===== src/rtl/types.sv =====
// Shared core types: the per-game system configuration consumed by the core.
package types;
  typedef struct packed {
    logic [7:0]  mpu;
    logic [7:0]  screen_config;
    logic [11:0] screen_width;
    logic [11:0] screen_height;
    logic [31:0] input_s0_config;
    logic [31:0] input_s1_config;
    logic [31:0] input_s2_config;
    logic [31:0] input_s3_config;
    logic [31:0] input_s4_config;
    logic [31:0] input_s5_config;
    logic [31:0] input_s6_config;
    logic [31:0] input_s7_config;
    logic [7:0]  input_b_config;
    logic [7:0]  input_ba_config;
    logic [7:0]  input_acl_config;
    logic [3:0]  grounded_port_config;
  } system_config;
endpackage


===== src/rtl/gw_config_loader.sv =====
// Parses the streamed per-game config blob into shadow registers and commits them atomically.
// `config` is a reserved word, so the committed struct is port cfg. Optional: GW_CONFIG_CHECKSUM_EN.
module gw_config_loader #(
  parameter logic [7:0] VERSION = 8'h01
) (
  input  logic                clk,
  input  logic                reset_n,
  input  logic                start,
  input  logic                in_valid,
  output logic                in_ready,
  input  logic [7:0]          in_data,
  input  logic                in_last,
  output types::system_config cfg,
  output logic                config_valid,
  output logic                config_error
);

`ifdef GW_CONFIG_CHECKSUM_EN
  localparam int N = 47;
`else
  localparam int N = 46;
`endif
  localparam logic [5:0] LAST = 6'(N - 1);

  typedef enum logic [2:0] {IDLE, HEADER, BODY, COMMIT, DONE, ERROR} state_t;

  state_t              state;
  logic [5:0]          cnt;
  logic                accept;
  logic                body_wr;
  logic                hdr_bad;
  logic [4:0]          s_off;
  logic [7:0]          sh_mpu;
  logic [7:0]          sh_screen;
  logic [11:0]         sh_width;
  logic [11:0]         sh_height;
  logic [31:0]         sh_s [8];
  logic [7:0]          sh_b;
  logic [7:0]          sh_ba;
  logic [7:0]          sh_acl;
  logic [3:0]          sh_gnd;
  types::system_config shadow;
`ifdef GW_CONFIG_CHECKSUM_EN
  logic [7:0]          csum;
`endif

  assign accept  = in_valid && in_ready;
  assign body_wr = accept && !start && (state == BODY);
  // Offset within the s0..s7 block; only meaningful while cnt is in 10..41.
  assign s_off   = 5'(cnt - 6'd10);

  always_comb begin
    hdr_bad = 1'b0;
    case (cnt)
      6'd0:    hdr_bad = (in_data != 8'h47);
      6'd1:    hdr_bad = (in_data != 8'h57);
      6'd2:    hdr_bad = (in_data != VERSION);
      default: hdr_bad = 1'b0;
    endcase
  end

  always_comb begin
    shadow                      = '0;
    shadow.mpu                  = sh_mpu;
    shadow.screen_config        = sh_screen;
    shadow.screen_width         = sh_width;
    shadow.screen_height        = sh_height;
    shadow.input_s0_config      = sh_s[0];
    shadow.input_s1_config      = sh_s[1];
    shadow.input_s2_config      = sh_s[2];
    shadow.input_s3_config      = sh_s[3];
    shadow.input_s4_config      = sh_s[4];
    shadow.input_s5_config      = sh_s[5];
    shadow.input_s6_config      = sh_s[6];
    shadow.input_s7_config      = sh_s[7];
    shadow.input_b_config       = sh_b;
    shadow.input_ba_config      = sh_ba;
    shadow.input_acl_config     = sh_acl;
    shadow.grounded_port_config = sh_gnd;
  end

  // Shadow fields are plain data: cleared by start, never read before a commit.
  always_ff @(posedge clk) begin
    if (start) begin
      sh_mpu    <= '0;
      sh_screen <= '0;
      sh_width  <= '0;
      sh_height <= '0;
      sh_b      <= '0;
      sh_ba     <= '0;
      sh_acl    <= '0;
      sh_gnd    <= '0;
      for (int i = 0; i < 8; i++) sh_s[i] <= '0;
    end else if (body_wr) begin
      case (cnt)
        6'd4:    sh_mpu           <= in_data;
        6'd5:    sh_screen        <= in_data;
        6'd6:    sh_width[7:0]    <= in_data;
        6'd7:    sh_width[11:8]   <= in_data[3:0];
        6'd8:    sh_height[7:0]   <= in_data;
        6'd9:    sh_height[11:8]  <= in_data[3:0];
        6'd42:   sh_b             <= in_data;
        6'd43:   sh_ba            <= in_data;
        6'd44:   sh_acl           <= in_data;
        6'd45:   sh_gnd           <= in_data[3:0];
        default: begin
          if (cnt >= 6'd10 && cnt <= 6'd41)
            sh_s[s_off[4:2]][{s_off[1:0], 3'b000} +: 8] <= in_data;
        end
      endcase
    end
  end

  always_ff @(posedge clk or negedge reset_n) begin
    if (!reset_n) begin
      state        <= IDLE;
      cnt          <= '0;
      in_ready     <= 1'b0;
      cfg          <= '0;
      config_valid <= 1'b0;
      config_error <= 1'b0;
`ifdef GW_CONFIG_CHECKSUM_EN
      csum         <= '0;
`endif
    end else if (start) begin
      // A start drops any byte handshaked in the same cycle.
      state        <= HEADER;
      cnt          <= '0;
      in_ready     <= 1'b1;
      config_valid <= 1'b0;
      config_error <= 1'b0;
`ifdef GW_CONFIG_CHECKSUM_EN
      csum         <= '0;
`endif
    end else begin
      case (state)
        HEADER: begin
          if (accept) begin
`ifdef GW_CONFIG_CHECKSUM_EN
            csum <= csum ^ in_data;
`endif
            if (hdr_bad || in_last) begin
              state        <= ERROR;
              config_error <= 1'b1;
            end else begin
              cnt <= cnt + 6'd1;
              if (cnt == 6'd3) state <= BODY;
            end
          end
        end
        BODY: begin
          if (accept) begin
`ifdef GW_CONFIG_CHECKSUM_EN
            csum <= csum ^ in_data;
`endif
            if (cnt == LAST) begin
`ifdef GW_CONFIG_CHECKSUM_EN
              if (in_data != csum) begin
                state        <= ERROR;
                config_error <= 1'b1;
              end else begin
                state    <= COMMIT;
                in_ready <= 1'b0;
              end
`else
              state    <= COMMIT;
              in_ready <= 1'b0;
`endif
            end else if (in_last) begin
              state        <= ERROR;
              config_error <= 1'b1;
            end else begin
              cnt <= cnt + 6'd1;
            end
          end
        end
        COMMIT: begin
          cfg          <= shadow;
          config_valid <= 1'b1;
          in_ready     <= 1'b1;
          state        <= DONE;
        end
        default: begin
          // IDLE waits for start; DONE and ERROR swallow bytes with in_ready held high.
        end
      endcase
    end
  end

endmodule

===== config.mk =====
export PLATFORM = sky130hd
export DESIGN_NAME = gw_config_loader
export DESIGN_NICKNAME = d
export VERILOG_FILES = /design/src/rtl/types.sv /design/src/rtl/gw_config_loader.sv
export SDC_FILE = /design/constraint.sdc
export NUM_CORES = 1
export LEC_CHECK = 0
export ABC_AREA = 1
export CORE_AREA = 4 4 322 324
export CTS_BUF_LIST = sky130_fd_sc_hd__clkbuf_4 sky130_fd_sc_hd__clkbuf_8
export CTS_CLUSTER_SIZE = 24
export DETAILED_ROUTE_END_ITERATION = 12
export DIE_AREA = 0 0 326 328
export GPL_ROUTABILITY_DRIVEN = 0
export HOLD_SLACK_MARGIN = 0.15
export PLACE_DENSITY = 0.49
export REMOVE_ABC_BUFFERS = 1
export SYNTH_ARGS = -nofsm -noshare
export SYNTH_HDL_FRONTEND = slang
export SYNTH_SLANG_ARGS = --single-unit

===== constraint.sdc =====
create_clock -name clk -period 8.76 [get_ports clk]
set_input_delay 1.752 -clock clk [delete_from_list [all_inputs] [get_ports clk]]
set_output_delay 1.752 -clock clk [all_outputs]
set_load 0.05 [all_outputs]

---- Word-level counts from Yosys, hierarchy flattened ----
Memories as Yosys holds them, arrays and structs flattened. A register that Yosys moved wholly into a read port is not among the register bits.
Cells that the tools add are included.
storage, ports and cells
  memories ................................ 1
  bits of input ports ..................... 13
  memory bits (writable) .................. 256
  output and inout port bits .............. 327
  flip-flop bits (word level) ............. 148
  logic and storage cells ................. 136
cells by class
  eq/ne operators ......................... 29
  multiplexer cells ....................... 39
  $add $sub $neg .......................... 3
  shift operators ......................... 2
  bitwise logic cells ..................... 1
  order comparisons ....................... 2
  reductions and logical operators ........ 36
memories
  memory  depth  width  rd ports  clocked after memory_dff  wr ports  RTL line                text
  sh_s    8      32     8         8                         8         gw_config_loader.sv:37  logic [31:0] sh_s [8];
operators with widths
  cell                                                    number
  2-to-1 mux 32 bit                                       3
  2-to-1 mux 6 bit                                        6
  OR reduction 32 bit                                     1
  variable shift 8 x 7 -> 32 bit (first input constant)   1
  variable part select 8 x 7 -> 32 bit                    1
  equality test 6 x 3 -> 1 bit (second input constant)    4
  equality test 6 bit (second input constant)             4
  2-to-1 mux 3 bit                                        8
  AND reduction 2 bit                                     11
  inequality test 3 bit (second input constant)           7
  2-to-1 mux 1 bit                                        17
  inequality test 8 x 7 -> 1 bit (second input constant)  2
  equality test 6 x 2 -> 1 bit (second input constant)    2
  equality test 6 x 4 -> 1 bit (second input constant)    2
  case mux 6 bit (2 select lines)                         1
  AND reduction 6 bit                                     2
  OR reduction 10 bit                                     1
  zero test 1 bit                                         9
  case mux 3 bit (3 select lines)                         1
  inequality test 8 x 1 -> 1 bit (second input constant)  1
  negation 5 -> 7 bit                                     1
  adder 6 x 1 -> 6 bit (second input constant)            1
  equality test 3 x 2 -> 1 bit (second input constant)    2
  equality test 6 x 1 -> 1 bit (second input constant)    1
  18 further kinds                                        23

---- Depth between registers and ports, before layout ----
Gate-level depths: netlist of run 1.
  depth after elaboration ................. 9
  depth in mapped cells ................... 18
  depth with buffers taken out ............ 14

---- Least setup slack after synthesis of run 1 ----
OpenSTA, ideal clock, no wires.
  kind .................................... input to register
  from .................................... input port start
  to ...................................... memory sh_s[0][0] (enable)
  arrival ................................. 3172 ps
  setup slack ............................. 5259 ps
  cell stages on the path ................. 9
  data required time ...................... 8431 ps
  path buffers ............................ 2
  cells stage by stage .................... buf_2 > nor2_2 > nand2_1 > a21oi_1 > nand3_2 > nor2_8 > buf_12 > nand3_4 > nand2_1
RTL lines
  item         RTL line                text
  from (decl)  gw_config_loader.sv:8   input logic start,
  to (decl)    gw_config_loader.sv:37

==> impl_metrics.ini, run 1 <==
[global_routing]
grt_max_degree = 170
grt_pass1_wl_microns = 110000
grt-ovfl-total = 0
grt_pass1_vias = 16300
antenna_found_initial = 5
grt_util_all_layers_pct = 14.0

[power_and_ir_drop]
peakVddDrop_mv = 0.235
power_mw = 11.7
p_per_area_nw_per_um2 = 360
leakagePower_nw = 13.0

[logic_synthesis]
ys.warnings.count = 0
syn_area_sq_um = 25000
yosys.area.top_type = dfrtp_1
synthCells = 1806
ys_seq_area_share_pct = 69.7
avgSynthCellArea_sq_um = 13.9
synth_top_area_share_pct = 33.6
synthTopCellsByArea = dfrtp_1, edfxtp_1, mux2_2
yosysUniqueCellTypes = 35
ys_ff_latch = 660

[place]
io_buffers = 339
dp.cells = 3452
hpwl_microns = 50100
placed_area_sq_um = 29900

[worst_hold_path]
worst_hold_path.endpoint = sh_mpu[3]
hold_path_depth = 2
min_from = sh_mpu[3]
hold_path_class = reg -> reg

[setup_path]
crit_top_cell = nand3_2
worstSetupPathType = reg -> reg
r2r_cells = 10
cp-end-kind = flop
arrival_ns = 5.46
reg2reg_to = sh_s[5][17]
worstPathRequired_ns = 9.16
worst_path_dominant_cell_family = buffers and inverters
rr_startpoint = cnt[0]
max_stage_delay_ns = 0.89
path_cells = inv_1, ha_1, inv_2, nor2_1, nor4_2, nand3_2, nor2_8, buf_4, nand3_2, nand2_1
crit_fanout = 32
crit_buf_inv = 3
cp-start-kind = flop
slowest_stage = buf_4
r2r_slack_ns = 3.70

[sta]
max_freq_mhz = 198
finalCritPeriodShare_pct = 57.7
final-max-slew-violation-count = 0
worstMarginPinSlew_ns = 1.30
finClkSkew_ns = 0.0309
hold_viol_final = 0
timing.setup.tns_ns = 0
setup_viol = 0
relSlewSlack_pct = 13.5
post-route-min-period_ns = 5.06
grt_setup_unrepaired = no
hold_ws_ns = 0.447

[drt]
routed_wl_microns = 76300
drt_iter0_markers = 856
postRouteAntennaNets = 0
via_per_inst = 4.22
dr.pass1.iters = 7
post_drt_wl_per_cell_microns = 20.8
drc_errors = 0
num_vias = 15500

[cts]
post_cts_buffers = 0
root_buffer = clkbuf_8
insertion_delay_ns = 0.76
cts-resized-gates = 0
h-tree-depth = 3
clk_path_buf_depth = 3
clk_pin_slew_worst_paths_ns = 0.06
cts_tree = done
cts_made_buffers = 115
cts.sinks = 660
postCtsHoldBufs = 0

[floorplanning]
dieHeight_microns = 328
start_util_pct = 24.8
coreArea_sq_um = 101000
die-area_sq_um = 107000
die_x_microns = 326
top_level_ports = 340
rows = 117

[finish]
drive_gt1_share_pct = 25.4
nets = 2222
final_cell_count_no_fill = 3672
syn_to_final_growth_pct = 30.0
design_area_sq_um = 32600

[run_status]
status = complete, no violations

[run]
drv_cap = 0
## state kept, by name (all words and copies together), names as in the netlist
name,count
in_ready,1
sh_gnd,4
sh_height,12
sh_screen,8
cnt,6
sh_s,256
sh_mpu,8
config_valid,1
sh_b,8
state,3
config_error,1
cfg,324
sh_width,12
sh_acl,8
sh_ba,8
## report_power, final
group	leakage [nW]	internal (mW)	total, mW	switching [mW]
registers	7.55	3.78	4.19	0.415
logic	4.05	1.37	4.37	3.00
clock network	1.39	1.86	3.16	1.31
## placed cells by master, fill, tap and decap left out, drive strengths merged, types with 13 or more instances in the layout
master,Yosys,final
inv,65,67
clkbuf,31,187
clkinv,3,20
dfxtp,68,68
clkdlybuf4s50,0,338
nor2,328,328
nand2,119,119
mux2,303,303
nand3,51,51
buf,42,13
edfxtp,256,256
dfrtp,336,336
o21ai,101,101
nand4,18,18
a21oi,65,65
## kinds of logic (layout without fill, tap and decap cells)
| logic type | after synthesis | in the layout | synth area share, % |
|---|---|---|---|
| buf+inv | 141 | 636 | 2.56 |
| mux | 303 | 303 | 13.6 |
| xor+xnor | 3 | 3 | 0.105 |
| simple gates | 521 | 521 | 10.2 |
| compound gates | 170 | 170 | 3.45 |
| fa+ha+maj | 8 | 8 | 0.400 |
| flops | 660 | 660 | 69.7 |
| other cells | 0 | 3 | 0 |
## synth_stat cells
cell and n:
nor2_1 317, nor3_1 2, nor2_8 1, clkbuf_1 31
nor2_4 4, buf_12 3, a31oi_1 2, nand3_2 4
xor2_1 3, nor4_2 1, o21ai_1 6, nand2_2 2
a21oi_2 1, nand3_4 30, clkinv_1 3, nand4_1 18
nor2_2 6, edfxtp_1 256, o21ai_0 95, and3_1 1
buf_2 35, mux2_2 303, inv_1 57, nand3_1 17
ha_1 8, nand3b_1 1, o221ai_1 1, dfrtp_1 336
buf_6 1, inv_2 8, nand2_1 117, a211o_1 1
buf_4 3, a21oi_1 64, dfxtp_1 68
## worst register-to-register path, stage by stage, from the launching register on
cell and delay, ns:
dfrtp_1 0.83, inv_1 0.23, ha_1 0.70, inv_2 0.59
nor2_1 0.14, nor4_2 0.28, nand3_2 0.17, nor2_8 0.10
buf_4 0.89, nand3_2 0.40, nand2_1 0.39
## per-layer routing
layer / GRT usage, % / wire, microns / part of all wire [%] / vias to the layer above
met1: 17.6 / 32600 / 43 / 7805
li1: - / - / - / 7071
met3: 3.71 / 4980 / 6.5 / 118
met2: 23.3 / 36800 / 48 / 491
met4: 4.66 / 1850 / 2.4 / 2
met5: 0 / 13 / 0.017 / -
## per-stage QoR
step	utilization, %	setup slack, ns
2_1_floorplan	-	-2.79
3_3_place_gp	29.6	3.50
3_5_place_dp	29.6	3.39
4_1_cts	32.2	3.70
5_1_grt	32.2	3.45
6_report	32.2	3.70
## final cells by class
type,instances,area (sq um)
Inverter,68,258
Fill cell,9977,68600
Tap cell,1368,1710
Antenna cell,3,7.51
Timing Repair Buffer,351,3530
Clock inverter,30,367
Clock buffer,187,2280
Sequential cell,660,17500
Multi-Input combinational cell,1005,6950
## worst max path at each step
stage               cells after the start           to  startpoint
CTS                                    10  sh_s[5][21]      cnt[0]
detailed placement                      9  sh_s[5][21]       start
global placement                        9  sh_s[5][12]       start
floorplan                               3       cfg[0]       start
global route                           10  sh_s[5][21]      cnt[0]
finish                                 10  sh_s[5][17]      cnt[0]
Note: power is estimated with default switching activity, not from simulation.
==> run 2: changes to the inputs <==
==> constraint.sdc (replaced) <==
create_clock -name clk -period 5.1 [get_ports clk]
set_input_delay 1.02 -clock clk [delete_from_list [all_inputs] [get_ports clk]]
set_output_delay 1.02 -clock clk [all_outputs]
set_load 0.05 [all_outputs]
==> run 2 against run 1 <==
- combinational power up 73%
- critical path depth is 1 lower
- worst hold slack got worse by 0.20 ns
- count of clock-buffer cells in the layout fell by 25
- power grew 68%
- highest routed layer unchanged
- cell area is 0.17% lower
- largest power group unchanged
- critical endpoint is now sh_s[5][10]
- clock power is 56% higher
- die area stayed put
- clock skew barely moved
==> impl_metrics.ini, run 2 (synthesis results as in run 1) <==
[drt]
via_per_inst = 4.20
routed_wl_microns = 75600
postRouteAntennaNets = 0
dr.pass1.iters = 5
post_drt_wl_per_cell_microns = 20.5
drt_iter0_markers = 1003
num_vias = 15500
drc_errors = 0

[setup_path]
rr_startpoint = cnt[1]
arrival_ns = 3.83
worstPathRequired_ns = 5.50
cp-start-kind = input pin
worstSetupPathType = in -> reg
r2r_cells = 13
r2r_slack_ns = 1.77
reg2reg_to = sh_s[5][10]
cp-end-kind = flop
crit_fanout = 16

[cts]
clk_pin_slew_worst_paths_ns = 0.06
root_buffer = clkbuf_8
h-tree-depth = 3
postCtsHoldBufs = 0
clk_path_buf_depth = 3
post_cts_buffers = 0
cts_made_buffers = 112
insertion_delay_ns = 0.75
cts-resized-gates = 0
cts_tree = done
cts.sinks = 660

[finish]
nets = 2238
largest_reg_flops = 324
syn_to_final_growth_pct = 29.8
top_register = cfg
drive_gt1_share_pct = 25.2
final_cell_count_no_fill = 3687
fillers = 10000
reg_top3 = cfg x324, sh_s x256
design_area_sq_um = 32500
final_common_cell = clkdlybuf4s50_1
layout_common_cells = clkdlybuf4s50_1, dfrtp_1, nor2_1, mux2_2, edfxtp_1

[sta]
layout_setup_ws_ns = 1.68
setup_viol = 0
hold_viol_final = 0
relSlewSlack_pct = 29.7
grt_setup_unrepaired = no
post-route-min-period_ns = 3.42
hold_ws_ns = 0.248
final-max-slew-violation-count = 0
finalCritPeriodShare_pct = 67.1
max_freq_mhz = 292
worstMarginPinSlew_ns = 1.05
finClkSkew_ns = 0.0308

[place]
dpl_worst_slack_ns = 0.912
hpwl_microns = 51800
dp.cells = 3471
io_buffers = 339
placed_area_sq_um = 30100

[global_routing]
grt_pass1_wl_microns = 110000
antenna_found_initial = 3
grt_pass1_vias = 16400
grt_util_all_layers_pct = 13.9
grt_max_degree = 118
grt-ovfl-total = 0

[power_and_ir_drop]
leakagePower_nw = 13.0
switching_power_mw = 8.11
p_int_mw = 11.6
p_clk_share_pct = 25.1
power.share.combinational_pct = 38.3
power_frac_seq_pct = 36.6
switching_share_pct = 41.2
peakVddDrop_mv = 0.494
p_per_area_nw_per_um2 = 606

[floorplanning]
rows = 117
start_util_pct = 24.8
coreArea_sq_um = 101000
dieHeight_microns = 328
die_x_microns = 326
die-area_sq_um = 107000
top_level_ports = 340

[run_status]
status = complete, no violations

[worst_hold_path]
hold_path_class = in -> async

[run]
drv_cap = 0
## run 2: cell count changes in the layout (fill, tap and decap cells not counted), moves of 5 or more
cell,before,now
clkinv_1,9,25
clkbuf_4,47,33
buf_4,9,22
clkbuf_8,140,129
buf_12,3,9
clkinv_2,8,14
bufinv_16,7,2
## run 2: power by group through the flow
stage	Sequential [mW]	Combinational [mW]	Clock (mW)
floorplan	10.1	1.86	0
global placement	7.31	7.60	0
detailed placement	7.32	7.64	0
CTS	7.23	7.66	5.13
global route	7.32	7.89	5.36
finish	7.19	7.55	4.94
## run 2: area by class of cell
class / instances / area (sq um) / share of cell area [%]
timing repair buffer: 370 / 3740 / 11.5
multi-input combinational: 1005 / 6950 / 21.4
antenna: 2 / 5.00 / 0.0154
sequential: 660 / 17500 / 53.7
clock inverter: 52 / 353 / 1.09
inverter: 68 / 258 / 0.793
tap: 1368 / 1710 / 5.27
clock buffer: 162 / 2020 / 6.22
## run 2: per-layer routing
layer  track usage [%]  up-vias  share of wire [%]
li1                  -     7126                  -
met1              17.8     7775                 43
met2              23.0      465                 48
met3              3.48      122                5.9
met4              4.78        2                2.6
met5                 0        -              0.026
## run 2: how the worst max path moves through the flow
stage / startpoint / endpoint / cells after the start / slack (ns)
after floorplan: start / cfg[0] / 3 / -5.72
after global placement: start / sh_s[5][13] / 9 / 1.15
after detailed placement: start / sh_s[5][8] / 9 / 0.91
after CTS: cnt[1] / sh_s[5][8] / 13 / 1.73
after global routing: start / sh_s[5][10] / 9 / 1.46
final: start / sh_s[5][10] / 9 / 1.68
## run 2: worst max-delay path: stages
cell and delay (ns):
clkdlybuf4s50_1 0.63, nor2_2 0.25, nand2_1 0.22, a21oi_1 0.24, nand3_2 0.15, nor2_8 0.12, buf_4 0.52, nand3_2 0.30
nand2_1 0.36
## run 2: metrics by stage
stage	setup TNS [ns]	total power, mW	util, %
after floorplan	-1846.07	12.0	-
after global placement	0	14.9	29.8
after detailed placement	0	15.0	29.8
after CTS	0	20.0	32.1
after global routing	0	20.6	32.1
final	0	19.7	32.1
